**src/rtl/hyperbus_txn_scheduler.sv**
```systemverilog
// ---------------------------------------------------------------------------
// hyperbus_txn_scheduler: read/write arbiter, CS decode and PHY segment splitter
// Rev 1.0
// ---------------------------------------------------------------------------
`default_nettype none

module hyperbus_txn_scheduler #(
  parameter int          NR_CS      = 2,
  parameter logic [31:0] CHIP_BYTES = 32'h0040_0000,
  parameter int          AW         = 32,
  parameter int          IW         = 10
) (
  input  logic             clk_sys_i,
  input  logic             rst_ni,
  input  logic [15:0]      cfg_max_words_i,
  input  logic             rd_valid_i,
  input  logic             wr_valid_i,
  output logic             rd_ready_o,
  output logic             wr_ready_o,
  input  logic [AW-1:0]    rd_addr_i,
  input  logic [AW-1:0]    wr_addr_i,
  input  logic [7:0]       rd_len_i,
  input  logic [7:0]       wr_len_i,
  input  logic [IW-1:0]    rd_id_i,
  input  logic [IW-1:0]    wr_id_i,
  output logic             seg_valid_o,
  input  logic             seg_ready_i,
  output logic             seg_write_o,
  output logic             seg_reg_o,
  output logic [NR_CS-1:0] seg_cs_o,
  output logic [AW-1:0]    seg_addr_o,
  output logic [8:0]       seg_words_o,
  input  logic             seg_done_i,
  input  logic             seg_err_i,
  output logic             rsp_valid_o,
  input  logic             rsp_ready_i,
  output logic             rsp_write_o,
  output logic [IW-1:0]    rsp_id_o,
  output logic [1:0]       rsp_resp_o
);

  localparam int            CHIP_SHIFT    = $clog2(CHIP_BYTES);
  localparam logic [AW-1:0] CHIP_BYTES_AW = AW'(CHIP_BYTES);

  typedef enum logic [1:0] {
    IDLE  = 2'd0,
    ISSUE = 2'd1,
    WAIT  = 2'd2,
    RESP  = 2'd3
  } state_t;

  state_t            state;
  logic              last_wr;
  logic              decode_pend;
  logic              req_write;
  logic [AW-1:0]     req_addr;
  logic [7:0]        req_len;
  logic [IW-1:0]     req_id;
  logic [8:0]        words_left;
  logic [AW-1:0]     cur_addr;
  logic [NR_CS-1:0]  cur_cs;

  logic              grant_wr;
  logic [8:0]        dec_words;
  logic [AW-1:0]     dec_base;
  logic [AW-1:0]     dec_end;
  logic [AW-1:0]     dec_chip;
  logic [AW-1:0]     dec_end_chip;
  logic [AW-1:0]     dec_local;
  logic [NR_CS-1:0]  dec_cs;
  logic              dec_err;
  logic [AW-1:0]     next_addr;

  // Tie goes to the direction that did not win last time.
  assign grant_wr = wr_valid_i && (!rd_valid_i || !last_wr);

  always_comb begin
    dec_words    = {1'b0, req_len} + 9'd1;
    dec_base     = req_addr[AW-1] ? {1'b0, req_addr[AW-2:0]} : req_addr;
    dec_end      = dec_base + AW'({dec_words, 1'b0}) - AW'(1);
    dec_chip     = dec_base >> CHIP_SHIFT;
    dec_end_chip = dec_end >> CHIP_SHIFT;
    dec_local    = dec_base & (CHIP_BYTES_AW - AW'(1));
    dec_cs       = NR_CS'(1) << dec_chip;
    if (req_addr[AW-1]) begin
      dec_err = (req_len != 8'd0) || (dec_chip >= AW'(NR_CS));
    end else begin
      dec_err = dec_end_chip >= AW'(NR_CS);
    end
  end

  assign next_addr = cur_addr + AW'({seg_words_o, 1'b0});

  // Segment size from registered state only; never from seg_ready_i.
  function automatic logic [8:0] seg_size(input logic [8:0]    left,
                                          input logic [AW-1:0] local_addr,
                                          input logic [15:0]   max_words);
    logic [AW-1:0] room;
    logic [8:0]    n;
    room = (CHIP_BYTES_AW - local_addr) >> 1;
    n    = left;
    if (max_words != 16'd0 && max_words < {7'd0, n}) n = max_words[8:0];
    if (room < AW'(n)) n = room[8:0];
    return n;
  endfunction

  always_ff @(posedge clk_sys_i or negedge rst_ni) begin
    if (!rst_ni) begin
      state       <= IDLE;
      last_wr     <= 1'b1;
      decode_pend <= 1'b0;
      req_write   <= 1'b0;
      req_addr    <= '0;
      req_len     <= '0;
      req_id      <= '0;
      words_left  <= '0;
      cur_addr    <= '0;
      cur_cs      <= '0;
      rd_ready_o  <= 1'b0;
      wr_ready_o  <= 1'b0;
      seg_valid_o <= 1'b0;
      seg_write_o <= 1'b0;
      seg_reg_o   <= 1'b0;
      seg_cs_o    <= '0;
      seg_addr_o  <= '0;
      seg_words_o <= '0;
      rsp_valid_o <= 1'b0;
      rsp_write_o <= 1'b0;
      rsp_id_o    <= '0;
      rsp_resp_o  <= 2'b00;
    end else begin
      rd_ready_o <= 1'b0;
      wr_ready_o <= 1'b0;
      case (state)
        IDLE: begin
          if (decode_pend) begin
            decode_pend <= 1'b0;
            rsp_write_o <= req_write;
            rsp_id_o    <= req_id;
            if (dec_err) begin
              rsp_resp_o  <= 2'b11;
              rsp_valid_o <= 1'b1;
              state       <= RESP;
            end else begin
              words_left  <= dec_words;
              cur_addr    <= dec_local;
              cur_cs      <= dec_cs;
              seg_valid_o <= 1'b1;
              seg_write_o <= req_write;
              seg_reg_o   <= req_addr[AW-1];
              seg_cs_o    <= dec_cs;
              seg_addr_o  <= dec_local;
              seg_words_o <= seg_size(dec_words, dec_local, cfg_max_words_i);
              state       <= ISSUE;
            end
          end else if (rd_valid_i || wr_valid_i) begin
            req_write   <= grant_wr;
            last_wr     <= grant_wr;
            req_addr    <= grant_wr ? wr_addr_i : rd_addr_i;
            req_len     <= grant_wr ? wr_len_i : rd_len_i;
            req_id      <= grant_wr ? wr_id_i : rd_id_i;
            rd_ready_o  <= !grant_wr;
            wr_ready_o  <= grant_wr;
            decode_pend <= 1'b1;
          end
        end
        ISSUE: begin
          if (seg_ready_i) begin
            seg_valid_o <= 1'b0;
            words_left  <= words_left - seg_words_o;
            if (next_addr >= CHIP_BYTES_AW) begin
              cur_addr <= next_addr - CHIP_BYTES_AW;
              cur_cs   <= cur_cs << 1;
            end else begin
              cur_addr <= next_addr;
            end
            state <= WAIT;
          end
        end
        WAIT: begin
          if (seg_done_i) begin
            if (seg_err_i) begin
              rsp_resp_o  <= 2'b10;
              rsp_valid_o <= 1'b1;
              state       <= RESP;
            end else if (words_left == 9'd0) begin
              rsp_resp_o  <= 2'b00;
              rsp_valid_o <= 1'b1;
              state       <= RESP;
            end else begin
              seg_valid_o <= 1'b1;
              seg_cs_o    <= cur_cs;
              seg_addr_o  <= cur_addr;
              seg_words_o <= seg_size(words_left, cur_addr, cfg_max_words_i);
              state       <= ISSUE;
            end
          end
        end
        RESP: begin
          if (rsp_ready_i) begin
            rsp_valid_o <= 1'b0;
            state       <= IDLE;
          end
        end
        default: state <= IDLE;
      endcase
    end
  end

endmodule

`default_nettype wire

```
**config.mk**
```make
export PLATFORM = sky130hd
export DESIGN_NAME = hyperbus_txn_scheduler
export DESIGN_NICKNAME = d
export VERILOG_FILES = /design/src/rtl/hyperbus_txn_scheduler.sv
export SDC_FILE = /design/constraint.sdc
export NUM_CORES = 1
export LEC_CHECK = 0
export CORE_MARGIN = 2
export CORE_UTILIZATION = 40
export DETAILED_ROUTE_END_ITERATION = 16
export GPL_TIMING_DRIVEN = 0
export PLACE_DENSITY = 0.65
export SLEW_MARGIN = 20
export SYNTH_ARGS = -nofsm -noshare
export SYNTH_HDL_FRONTEND = slang
export SYNTH_SLANG_ARGS = --single-unit
```
**constraint.sdc**
```tcl
create_clock -name clk_sys_i -period 8.71 [get_ports clk_sys_i]
set_input_delay 1.742 -clock clk_sys_i [delete_from_list [all_inputs] [get_ports clk_sys_i]]
set_output_delay 1.742 -clock clk_sys_i [all_outputs]
set_load 0.005 [all_outputs]
```
==> run metrics, run 1 <==
YS warnings 0; Synth-to-Final Area Change 22.4%; static leakage 0.00700 µW; Detailed Route WL about 50000 µm; highest clock rate 138 MHz; post-synth top area cell dfrtp_1; part of the Yosys area used for sequential elements 0.295; area of the multi-input gates 0.00875 mm²; Reg area around 0.004 mm²; most common library cells after synthesis 184 x nand2_1, 159 x dfrtp_1, 112 x inv_1; cell count after placement 2279; #FFs+latches synth 160; CTS Buffer Depth 2; Final period util 0.833; CTS clock-pin slew for the worst setup and hold paths about 80 ps; number of port buffers between 150 and 200; pre-CTS WS roughly 1100 ps; Max-Cap Viols 0; initial core utilization 0.405; DRT antenna net count 0; top-count cell post-synth nand2_1; asr flop ratio synth 1.00; DIE AREA 0.0354 mm²; CTS tree built; RSZ-0062 raised after global routing false; post-DP HPWL 39900 µm; Final Hold Fails 0; crit path DAT 7590 ps; nets@finish 2085; Crit. Startpoint cfg_max_words_i[1]; total grt overflow 0; status finished clean; Synth Area per Inst 8.24 µm²; Final setup viols 0; Die Span Y between 150 and 200 µm; hold-fix buffer count after cts 0; # IOs 186; 1st-iter DRT viols 1291; largest net degree at the start of global routing 93; CP Max Fanout 10; Slew Limit Fails 0; # resized after CTS 0; vias between 10000 and 15000; Overall Global Routing Usage 0.288; Clock Sinks 160; R2R depth 18; postcts setup bufs 0; Yosys top cell area share 0.294; setup slack after layout 1460 ps; fin cells 2311; Synth area leaders dfrtp_1 29%, ha_1 10%, nand2_1 5.1%; Reg-to-Reg Start req_len[2]; vias in the first global route 13500; clk root buf clkbuf_16; Filler cells 3211; worst slew pin tran 1140 ps; FP Rows 67; Die X 188 µm; path category of the worst min-delay check reg2reg; clk_skew 15.7 ps; Final min period 7250 ps; max_slew headroom 0.233; Post-route DRC 0; Synthesized Nets about 1900; CP Launch Type input pin; global-route wire length before repair 78300 µm; Worst EP required 9050 ps; CP endpoint seg_words_o[6]; WL/cell 22.2 µm; EDFF count, synth 0; r2r setup slk 2770 ps; Crit Path Category in2reg; htree depth 4; Reg2Reg Capture Point seg_addr_o[3]; routability congestion estimate 0.950; CP endpoint kind register; count of unique library cells instantiated by Yosys 92; peak supply drop ~270 µV; Vias/cell 6.09; mapped cell area between 0.01 and 0.015 mm²; final core area utilization 0.496; Synth Instances 1645; total CTS buffers 17; share of cells above drive strength 1 0.0628; DR pass1 iterations 6; ys flop type dfrtp_1; Hold WS about 480 ps; TNS Setup 0 ps; core region area 0.0334 mm²; initial antenna violation count 1; clock latency on the worst-skew pair between 400 and 500 ps; n_diodes 0; pwr/cell area 395 mW/mm²
==> report_power, final <==
part	internal (µW)	leakage (µW)	switching, µW
sequential	1070	0.00199	353
combinational	1730	0.00473	2620
clock	384	0.000281	396
==> sequential cells by signal (all words and copies together), names as in the netlist, 8 cells and up <==
register / cells
seg_addr_o: 32
req_id: 10
cur_addr: 32
req_addr: 32
rsp_id_o: 10
seg_words_o: 9
req_len: 8
words_left: 9
==> worst max-delay path, cell delays in order <==
cell and delay [ps]:
clkdlybuf4s50_1 630, ha_1 290, a21oi_1 170, o21ai_0 120
a2111oi_0 400, o31ai_1 130, buf_2 230, mux2i_1 320
ha_1 310, and3_1 190, a221oi_1 520, o31ai_1 140
or4_1 420, or4_1 470, nor4_2 160, nand4b_1 330
buf_2 300, or3_1 320, a21oi_1 280, o41ai_2 120
==> layer usage <==
metal  track usage  up-vias  share of wire
li1              -     6488              -
met1         0.369     6863           0.42
met2         0.469      595           0.47
met3        0.0597      117          0.073
met4         0.124        2          0.041
met5             0        -        0.00021
==> cells by family after synthesis <==
| group | Yosys count | synth area share |
|---|---|---|
| AO/OA/AOI/OAI | 476 | 0.244 |
| adder cells (fa/ha/maj) | 111 | 0.104 |
| multiplexers | 60 | 0.0476 |
| flip-flops | 160 | 0.295 |
| AND/OR/NAND/NOR | 582 | 0.216 |
| buffers and inverters | 207 | 0.0593 |
| XOR/XNOR | 49 | 0.0337 |
==> layout by cell type (no fill, tap or decap), drive strengths merged, types with 10 or more instances in the layout <==
cell             n
mux2i           24
a21oi           91
xor2            18
o21a            13
clkdlybuf4s50  184
nor3            32
and3            39
or3             12
ha             109
o22ai           11
o31ai           20
a21o            22
o21ai          109
nand2          184
o2111ai         13
o211ai          45
a2111oi         10
nand3           97
inv            121
a31oi           11
nand2b          10
clkbuf          94
nand4           27
xnor2           29
a211oi          11
a221o           20
nor4            19
mux2            36
dfrtp          159
nor2            93
nor2b           26
buf             20
==> through the flow <==
stage / instance area, µm² / power (µW)
after floorplan: 13600 / 4210
after global placement: 16000 / 5600
after detailed placement: 16000 / 5680
after CTS: 16600 / 6490
after global routing: 16600 / 7070
final: 16600 / 6560
==> worst min path at each step <==
stage,slack [ps],startpoint,cells after the start,end
final,480,rsp_id_o[3],2,rsp_id_o[3]
after global routing,500,rsp_id_o[3],2,rsp_id_o[3]
after CTS,480,rsp_id_o[3],2,rsp_id_o[3]
after detailed placement,460,rsp_id_o[3],2,rsp_id_o[3]
after global placement,460,rsp_id_o[6],2,rsp_id_o[6]
after floorplan,440,req_id[0],2,rsp_id_o[0]
==> cell type report <==
cell class | instances | area share
clock buffer | 17 | 0.0256
clock inverter | 15 | 0.00973
tap | 448 | 0.0338
timing repair buffer | 186 | 0.114
inverter | 112 | 0.0253
multi-input combinational | 1278 | 0.527
buffer | 95 | 0.0231
sequential | 160 | 0.241
No activity file was read; power rests on OpenSTA's default activity.
==> run 2: changes to the inputs <==
PLACE_DENSITY = 0.68   (was 0.65)
clock period = 6.1 ns   (was 8.71 ns; I/O delays follow)
==> run 2 against run 1 <==
Compared with the run above: die area unchanged; power up 44%; sequential power up 43%; register-to-register slack worse by 2500 ps; critical path depth unchanged; critical path type unchanged; count of clock-buffer cells in the layout up 1.
==> run metrics, run 2 (synthesized netlist as in run 1, its figures left out) <==
Clock Sinks 160; total grt overflow 0; vias ~14000; DRT antenna net count 0; cell family with most CP delay simple AND/OR/NAND/NOR gates; clk_skew about 13 ps; Final Hold Fails 0; routability congestion estimate between 0.9 and 1; TNS Setup 0 ps; GRT Max-Usage Layer met2; Overall Global Routing Usage 0.286; WL/cell 22.2 µm; Buf+Inv Stages, Crit Path 4; share of cells above drive strength 1 0.0729; clock latency on the worst-skew pair 460 ps; area of the multi-input gates 0.00888 mm²; Final min period about 6000 ps; fin cells 2314; Filler cells 3250; total CTS buffers 17; Max-Cap Viols 0; CP Launch Type input pin; Post-route DRC 0; CTS clock-pin slew for the worst setup and hold paths 70 ps; met3 usage 0.0464; max_slew headroom 0.182; Final period util 0.978; worst slew pin tran 1230 ps; nets@finish 2088; n_diodes 0; initial antenna violation count 0; RSZ-0062 raised after global routing true; Worst path slowest cell or4_4; initial core utilization 0.405; CP endpoint kind register; max incr delay on CP roughly 560 ps; critical-path cell list dlygate4sd2_1, ha_1, nor2b_1, a311oi_1, o31ai_1, buf_4, mux2i_4, ha_4, and3_1, and3_1, o2bb2ai_1, or4_4, or4_4, nor4_4, nand4b_1, buf_4, buf_2, or4_1, o21ai_1, o31ai_1; # IOs approximately 190; vias in the first global route 13300; Final Cell Area 0.0167 mm²; CTS tree built; Detailed Route WL roughly 51000 µm; highest clock rate about 170 MHz; pwr/cell area 564 mW/mm²; grt met1 use 0.372; number of port buffers approximately 190; core region area ~0.033 mm²; crit path DAT ~6300 ps; Reg area 0.00401 mm²; cell count after placement roughly 2300; peak supply drop 366 µV; Die Span Y 188 µm; Final setup viols 0; CP Max Fanout 10; 1st-iter DRT viols approximately 1200; Top Registers cur_addr: 32 flops, req_addr: 32 flops, seg_addr_o: 32 flops; CTS Buffer Depth 2; Crit Path Category in2reg; Post-DP Area 0.0160 mm²; htree depth 4; static leakage just over 0.007 µW; Worst EP required approximately 6400 ps; r2r setup slk 240 ps; DIE AREA 0.0354 mm²; commonest cells after routing, fill and taps aside 184 x nand2_1, 176 x clkdlybuf4s50_1, 159 x dfrtp_1, 112 x inv_1, 108 x ha_1; Vias/cell 5.97; status finished clean; Die X 188 µm; path category of the worst min-delay check reg2reg; post-DP HPWL 40300 µm; met2 global-route usage 0.479; Slew Limit Fails 0; commonest non-fill, non-tap cell in the layout nand2_1; hold-fix buffer count after cts 0; global-route wire length before repair about 80000 µm; Synth-to-Final Area Change 23.3%; largest net degree at the start of global routing 84; FP Rows 67; clk root buf clkbuf_16; DR pass1 iterations 8
run 2: repair_timing:
| action | 4_1_cts | 5_1_grt |
|---|---|---|
| buffers inserted | 1 | 2 |
| resized for setup | 11 | 26 |
| setup endpoints to repair | 9 | 54 |
| pin swaps | 1 | 4 |
run 2: final cells by class:
cell class              instances  share of cell area
clock buffers                  18              0.0257
inverters                     112              0.0252
flip-flops and latches        160               0.240
well taps                     448              0.0335
clock inverters                14             0.00779
plain buffers                  95              0.0231
multi-input cells            1278               0.531
repair buffers                189               0.114
run 2: worst paths after layout:
path / start / to / depth (start not counted)
max in group asynchronous: rst_ni / req_addr[20] / 2
hold reg to reg: req_id[5] / rsp_id_o[5] / 2
hold / removal: req_id[5] / rsp_id_o[5] / 2
min in group asynchronous: rst_ni / words_left[7] / 1
setup / recovery: cfg_max_words_i[7] / seg_words_o[1] / 20
setup reg to reg: req_len[2] / cur_addr[18] / 18
run 2: routing by layer:
layer / routed length, µm / up-vias
li1: - / 6484
met1: 22200 / 6723
met2: 24300 / 534
met3: 3440 / 84
met4: 1550 / 0
met5: 0 / -
run 2: worst reg2reg max path, stage by stage (launching register included):
cell      delay (ps)
dfrtp_1          330
clkbuf_1         280
and3_1           220
and3_1           180
nand3_1          120
xor2_2           420
xor2_1           150
ha_1             370
a21oi_1          190
o22ai_1          170
or4b_1           490
o22ai_1          280
mux2_2           380
nand4_1           90
nor3_1           110
a21oi_1          950
clkbuf_1         620
a22oi_1          210
o22ai_1          230
run 2: power breakdown:
| group | switching (µW) | internal [µW] |
|---|---|---|
| Combinational | 3780 | 2510 |
| Clock | 527 | 570 |
| Sequential | 508 | 1530 |
| Total | 4820 | 4610 |
run 2: through the flow:
| step | util | setup WS (ps) | power [µW] | hold WS [ps] |
|---|---|---|---|---|
| 2_1_floorplan | - | 774 | 6010 | 440 |
| 3_3_place_gp | 0.477 | -3210 | 8030 | 457 |
| 3_5_place_dp | 0.478 | -1000 | 8120 | 461 |
| 4_1_cts | 0.496 | 5.91 | 9250 | 482 |
| 5_1_grt | 0.500 | -31.2 | 10100 | 501 |
| 6_report | 0.500 | 135 | 9430 | 477 |
==> run 3: changes to the inputs <==
--- a/constraint.sdc
+++ b/constraint.sdc
@@ -3,2 +3,2 @@
 set_output_delay 1.22 -clock clk_sys_i [all_outputs]
-set_load 0.005 [all_outputs]
+set_load 0.1 [all_outputs]
==> results of run 3 <==
Same layout as run 2 (identical final DEF). Status: finished clean.
Among the figures that moved: total power 9430 µW -> 10600 µW; worst IR drop on VDD 366 µV -> 377 µV
